==> config.mk <==
export PLATFORM = sky130hd
export DESIGN_NAME = a2d_arbiter
export DESIGN_NICKNAME = d
export VERILOG_FILES = /design/src/rtl/a2d_arb_pkg.sv /design/src/rtl/a2d_arbiter.sv
export SDC_FILE = /design/constraint.sdc
export NUM_CORES = 1
export LEC_CHECK = 0
export ABC_AREA = 1
export ABC_CLOCK_PERIOD_IN_PS = 1700
export BUFFER_PORTS_ARGS = -buffer_cell sky130_fd_sc_hd__clkbuf_2
export CAP_MARGIN = 20
export CELL_PAD_IN_SITES_DETAIL_PLACEMENT = 1
export CELL_PAD_IN_SITES_GLOBAL_PLACEMENT = 1
export CORE_ASPECT_RATIO = 1.25
export CORE_UTILIZATION = 35
export CTS_CLUSTER_DIAMETER = 120
export DETAILED_ROUTE_END_ITERATION = 8
export GPL_TIMING_DRIVEN = 0
export PLACE_DENSITY_LB_ADDON = 0.08
export SLEW_MARGIN = 20
export SYNTH_ARGS = -nofsm -noshare
export SYNTH_HDL_FRONTEND = slang
export SYNTH_SLANG_ARGS = --single-unit
==> constraint.sdc <==
create_clock -name clk -period 1.7 [get_ports clk]
set_clock_uncertainty 0.05 [all_clocks]
set_input_delay 0.17 -clock clk [delete_from_list [all_inputs] [get_ports clk]]
set_output_delay 0.17 -clock clk [all_outputs]
set_load 0.005 [all_outputs]
==> src/rtl/a2d_arb_pkg.sv <==
// Shared definitions for the A2D arbiter: state encoding, requester indices and
// the default conversion timeout used by the motion block and its tests.
package a2d_arb_pkg;

  typedef enum logic [1:0] {
    StIdle,
    StStart,
    StWait,
    StDone
  } arb_state_e;

  localparam logic REQ_IR = 1'b0;
  localparam logic REQ_HK = 1'b1;

  localparam int unsigned TIMEOUT_CYC_DEFAULT = 4096;

endpackage

==> src/rtl/a2d_arbiter.sv <==
// Round-robin sequencer for the shared A2D converter: one conversion in flight,
// latched channel/result, and a watchdog that aborts a conversion that never completes.
module a2d_arbiter
  import a2d_arb_pkg::*;
#(
  parameter int unsigned TIMEOUT_CYC = TIMEOUT_CYC_DEFAULT
) (
  input  logic        clk,
  input  logic        rst_n,
  input  logic        req0_i,
  input  logic [2:0]  chnl0_i,
  input  logic        req1_i,
  input  logic [2:0]  chnl1_i,
  output logic        done0_o,
  output logic        done1_o,
  output logic [11:0] res_o,
  output logic        err_o,
  output logic        busy_o,
  output logic        strt_cnv_o,
  output logic [2:0]  chnnl_o,
  input  logic        cnv_cmplt_i,
  input  logic [11:0] a2d_res_i
);

  localparam int unsigned TimerW = $clog2(TIMEOUT_CYC);
  localparam logic [TimerW-1:0] TimerMax = TimerW'(TIMEOUT_CYC - 1);

  arb_state_e        state_q, state_d;
  logic              gnt_q, gnt_d;
  logic              last_q, last_d;
  logic              err_q, err_d;
  logic [2:0]        chnnl_q, chnnl_d;
  logic [11:0]       res_q, res_d;
  logic [TimerW-1:0] timer_q, timer_d;

  always_ff @(posedge clk or negedge rst_n) begin
    if (!rst_n) begin
      state_q <= StIdle;
      gnt_q   <= REQ_IR;
      last_q  <= REQ_HK;  // requester 0 wins the first tie
      err_q   <= 1'b0;
      chnnl_q <= 3'd0;
      res_q   <= 12'd0;
      timer_q <= '0;
    end else begin
      state_q <= state_d;
      gnt_q   <= gnt_d;
      last_q  <= last_d;
      err_q   <= err_d;
      chnnl_q <= chnnl_d;
      res_q   <= res_d;
      timer_q <= timer_d;
    end
  end

  always_comb begin
    state_d = state_q;
    gnt_d   = gnt_q;
    last_d  = last_q;
    err_d   = err_q;
    chnnl_d = chnnl_q;
    res_d   = res_q;
    timer_d = timer_q;
    unique case (state_q)
      StIdle: begin
        if (req0_i && (!req1_i || (last_q == REQ_HK))) begin
          gnt_d   = REQ_IR;
          chnnl_d = chnl0_i;
          state_d = StStart;
        end else if (req1_i) begin
          gnt_d   = REQ_HK;
          chnnl_d = chnl1_i;
          state_d = StStart;
        end
      end
      StStart: begin
        timer_d = '0;
        state_d = StWait;
      end
      StWait: begin
        // Completion takes priority over a coincident timeout.
        if (cnv_cmplt_i) begin
          res_d   = a2d_res_i;
          err_d   = 1'b0;
          state_d = StDone;
        end else if (timer_q == TimerMax) begin
          err_d   = 1'b1;
          state_d = StDone;
        end else begin
          timer_d = timer_q + 1'b1;
        end
      end
      StDone: begin
        last_d  = gnt_q;
        state_d = StIdle;
      end
      default: state_d = StIdle;
    endcase
  end

  assign strt_cnv_o = (state_q == StStart);
  assign busy_o     = (state_q != StIdle);
  assign done0_o    = (state_q == StDone) && (gnt_q == REQ_IR);
  assign done1_o    = (state_q == StDone) && (gnt_q == REQ_HK);
  assign err_o      = (state_q == StDone) && err_q;
  assign chnnl_o    = chnnl_q;
  assign res_o      = res_q;

endmodule
* Yosys cells after proc, flatten, opt, wreduce, memory -nomap -nowiden
Cells that the tools add are included.
Word-level totals: bits in read-only memories 0, memories 0, latch bits 0, output and inout port bits 20, RAM bits 0, word-level logic and storage cells 47, input bits 23, register bits 32
Operators by class: multipliers 0, bitwise operators 1, add/subtract/negate cells 1, muxes and demuxes 14, eq/ne operators 8, shifts and indexed selects 0, divide/modulo/power cells 0, magnitude comparators 0, reduce and logical (&&, ||, !) cells 16
Operator list (number):
- two-way mux 12 bit | 2
- one-hot mux 12 bit (2 select lines) | 1
- adder 12 x 1 -> 12 bit (second input constant) | 1
- == test 12 bit (second input constant) | 1
- two-way mux 2 bit | 4
- one-hot mux 2 bit (4 select lines) | 1
- AND reduction 2 bit | 4
- nonzero test 2 bit | 4
- two-way mux 3 bit | 2
- inequality test 3 bit (second input constant) | 2
- == test 2 bit (second input constant) | 2
- logical AND 1 bit | 4
- two-way mux 1 bit | 4
- inequality test 2 bit (second input constant) | 2
- AND reduction 3 bit | 1
- == test 2 x 1 -> 1 bit (second input constant) | 1
- logical NOT 2 bit | 1
- logical NOT 1 bit | 1
- logical OR 1 bit | 1
- inverter 1 bit | 1

* Longest topological paths before layout
depth in word-level cells 5, gate-level depth with buffers 10, gate-level depth less buffers 8

* Worst setup path after synthesis
OpenSTA, ideal clock, no wires.
path kind reg2reg, start point register state_q[0], end point register timer_q[8], path slack 0.164 ns, cell stages (with the launch flop) 11, required time 1.527 ns, path buffers 2, arrival time 1.362 ns, library setup time 0.123 ns, clock period less this slack 1.536 ns, path through dfrtp_1 -> inv_1 -> ha_1 -> buf_2 -> nand2_2 -> inv_2 -> nor2_2 -> nand2_4 -> buf_6 -> nand2_1 -> o21ai_2
On the way: longest elaborated chain between the ends 3, elaborated cells between the ends (all ways) 7, those cells by class eq/ne: 4; mux: 1; reduce/logical: 2
RTL lines:
- from (decl) | line a2d_arbiter.sv:28 | arb_state_e state_q, state_d;
- from (signal assigned) | line a2d_arbiter.sv:38 | state_q <= StIdle;
- from (signal assigned) | line a2d_arbiter.sv:46 | state_q <= state_d;
- == test 2 bit or == test 2 x 1 -> 1 bit (tied branches) | line a2d_arbiter.sv:64 | unique case (state_q)
- inequality test 2 bit (no line) or nonzero test 2 bit (tied branches)
- AND reduction 3 bit (no line)
- to (signal assigned) | line a2d_arbiter.sv:52 | timer_q <= timer_d;
- to (decl) | line a2d_arbiter.sv:34 | logic [TimerW-1:0] timer_q, timer_d;
Several ways; a longest one is shown, not always the timed one. A chain may end at the register's enable or synchronous reset.

* Worst setup path after layout
start point register state_q[1], end point register timer_q[8]
The elaborated chain is that of the path after synthesis.

==> summary.txt <==
Outcome
  – Outcome: finished clean

CTS
  – Clock Tree Root: clkbuf_8
  – CTS Sinks: 32
  – CTS tree: yes
  – H-tree depth: 2
  – Num CTS Buffers: 5
  – CTS max path bufs: 2
  – Skew-Pair Late Insertion Delay: roughly 0.28 ns
  – Clock-pin slew on the worst setup and hold paths: 0.07 ns

GRT
  – Initial antenna violation count: 0
  – GRT Total Usage: ~18%
  – Vias in the first global route: ~1500
  – First-pass GRT wire length: around 6900 µm
  – GRT Residual Overflow: 0
  – Largest net degree at the start of global routing: 33

Synthesis
  – Adder-Cell Fraction of Synth Area: approximately 3.7%
  – Seq cells post-synth: 32
  – Post-Synthesis Cells: about 210
  – Multiplexer area fraction after synthesis: 0%
  – Avg Cell Area, Syn: about 8.1 µm²
  – Sequential element share of the synthesized area: 48.05%
  – Cell Area, Synth: about 1700 µm²
  – Largest family of logic cells by synthesized area: simple AND/OR/NAND/NOR gates
  – Synth warn: 0
  – Mapped Nets: around 230
  – Synth unique cells: 27
  – Post-synthesis compound-gate area fraction: 8.621%
  – Simple-gate share of the synthesized area: a little under a third
  – Post-synthesis xor/xnor area fraction: about 2.1%

Routing
  – Vias: between 1500 and 2000
  – Final wirelength: 4103 µm
  – Antenna-violating nets left: 0
  – DRT Pass-1 Iters: 4
  – Via/cell ratio: ~4.7
  – Post-DR wirelength/cell: 12.94 µm
  – Iter 0 DRT Violations: 37
  – Drc violations: 0

Placed design
  – DPL Wire Length: just over 3000 µm
  – Gpl congestion: 0.7322
  – Dpl ws: -0.05818 ns
  – PortBufs: 42

Final layout
  – Most frequent cells in the layout: nand2_1, clkbuf_2, dfrtp_1, inv_1, nand3_1
  – Share of cells above drive strength 1: 29.34%
  – Commonest non-fill, non-tap cell in the layout: nand2_1
  – FILL cells: between 500 and 600
  – Nets: about 290
  – Layout area overhead: 26.01%
  – Antenna Cells: 0

Timing
  – Final setup TNS: 0 ns
  – Final worst slack: around 0.095 ns
  – Slew HR: 44.43%
  – Max Clock Freq: approximately 620 MHz
  – Final period util: a little over nine tenths
  – Tightest Pin Transition: about 0.83 ns
  – Final Hold Fails: 0
  – Final min period: 1.605 ns
  – Setup violators final: 0
  – RSZ-0062 raised after global routing: yes
  – Max Transition Viols Final: 0

Critical path
  – Critical path required time: roughly 1.8 ns
  – Worst Path Arrival: 1.72 ns
  – CP Class: reg2reg
  – Worst Setup End Kind: register
  – Worst-path fanout max: 10
  – Startpoint Class: register

Pwr
  – Pleak: 0.001080 µW
  – Pwr Density: approximately 1500 nW/µm²
  – Max VDD drop: around 740 µV

Floorplanning
  – Die width: about 64 µm
  – Die Y-Extent: slightly below 80 µm
  – Initial Util: ~37%
  – I/O pin count: 43
  – Area of the core: around 4500 µm²
  – Row Count: 27
  – Die ar.: a little over 5000 µm²

Run
  – Max_cap viols: 0

Worst hold path
  – Class of the worst hold path: in2reg
what timing repair did:
item,CTS,global route
hold buffers,1,0
gates resized for setup,1,8
setup buffers,1,2
setup endpoints to repair,10,15
hold endpoints to repair,31,0
final cells by class:
| cell class | instances | area [µm²] | area share, % |
|---|---|---|---|
| clock buffer | 7 | 76.32 | 3.629 |
| buffer | 4 | 31.28 | 1.487 |
| timing repair buffer | 46 | 242.7 | 11.54 |
| multi-input combinational | 151 | 803.3 | 38.19 |
| inverter | 18 | 70.07 | 3.331 |
| clock inverter | 1 | 5.005 | 0.2380 |
| tap | 58 | 72.57 | 3.450 |
| sequential | 32 | 802.0 | 38.13 |
layer usage:
layer	GRT usage [%]	share of wire [%]	wire length [µm]
met1	22.60	46	1880
met2	29.68	50	2054
met3	3.305	2.7	111
met4	6.818	1.4	56
met5	0	0	0
registers in the layout, indices dropped and copies added, names as in the netlist:
| signal | flops |
|---|---|
| err_q | 1 |
| chnnl_o | 3 |
| res_o | 12 |
| timer_q | 12 |
| gnt_q | 1 |
| last_q | 1 |
| state_q | 2 |
cell families (layout without fill, tap and decap cells):
kind of cell | after synthesis | after routing
fa+ha+maj | 5 | 5
simple gates | 121 | 121
xor+xnor | 4 | 4
buf+inv | 22 | 76
compound gates | 21 | 21
flops | 32 | 32
report_power, final:
group / leakage (µW) / internal (µW) / switching, µW
Combinational: 0.000627 / 562 / 791
Clock: 0.0000422 / 287 / 278
Sequential: 0.000411 / 1000 / 135
Total: 0.00108 / 1850 / 1200
critical path, stage by stage (launching register included):
cell	delay, ns
dfrtp_1	0.40
inv_1	0.08
ha_1	0.31
inv_1	0.10
nor2_4	0.17
nand2_8	0.09
buf_6	0.15
nand2_1	0.08
o21ai_2	0.05
cell usage after synthesis:
master | instances | area, µm²
o21ai_1 | 6 | 30.03
nand2_4 | 1 | 11.26
nor2_4 | 2 | 22.52
xnor2_1 | 1 | 8.760
nand3_1 | 17 | 85.08
or2_2 | 1 | 6.260
buf_6 | 1 | 11.26
o21ai_2 | 6 | 52.55
a21oi_2 | 1 | 8.760
buf_2 | 2 | 10.01
nand2_1 | 82 | 307.8
o21bai_1 | 2 | 15.01
inv_1 | 17 | 63.81
ha_1 | 5 | 62.56
nor2_1 | 11 | 41.29
xor2_1 | 3 | 26.28
dfstp_2 | 1 | 26.28
a21oi_1 | 2 | 10.01
o21a_1 | 3 | 22.52
inv_2 | 1 | 3.750
nand4_4 | 1 | 21.27
dfrtp_1 | 31 | 775.7
nor2_2 | 2 | 12.51
nand2_2 | 3 | 18.77
nand4_1 | 1 | 6.260
clkbuf_1 | 1 | 3.750
o21ai_0 | 1 | 5.000
worst paths after layout:
check | from | slack [ns] | to | cells past startpoint
max in group asynchronous | rst_n | 0.61 | timer_q[8] | 2
min | a2d_res_i[11] | 0.03 | res_o[11] | 3
min reg2reg | res_o[10] | 0.43 | res_o[10] | 2
max | state_q[1] | 0.09 | timer_q[8] | 8
max reg2reg | state_q[1] | 0.09 | timer_q[8] | 8
min in group asynchronous | rst_n | 0.47 | timer_q[11] | 2
metrics by stage:
| stage | hold slack [ns] | util, % | std cells | power, µW | area, µm² |
|---|---|---|---|---|---|
| after floorplan | -0.1756 | - | 205 | 1881 | 1669 |
| after detailed placement | 0.2706 | 43.44 | 305 | 2373 | 1952 |
| after CTS | 0.02309 | 45.70 | 315 | 2980 | 2053 |
| after global placement | 0.2681 | 43.44 | 305 | 2349 | 1952 |
| final | 0.03037 | 46.81 | 317 | 3052 | 2103 |
| after global routing | 0.03123 | 46.81 | 317 | 3307 | 2103 |
(Power assumes the default switching activity.)
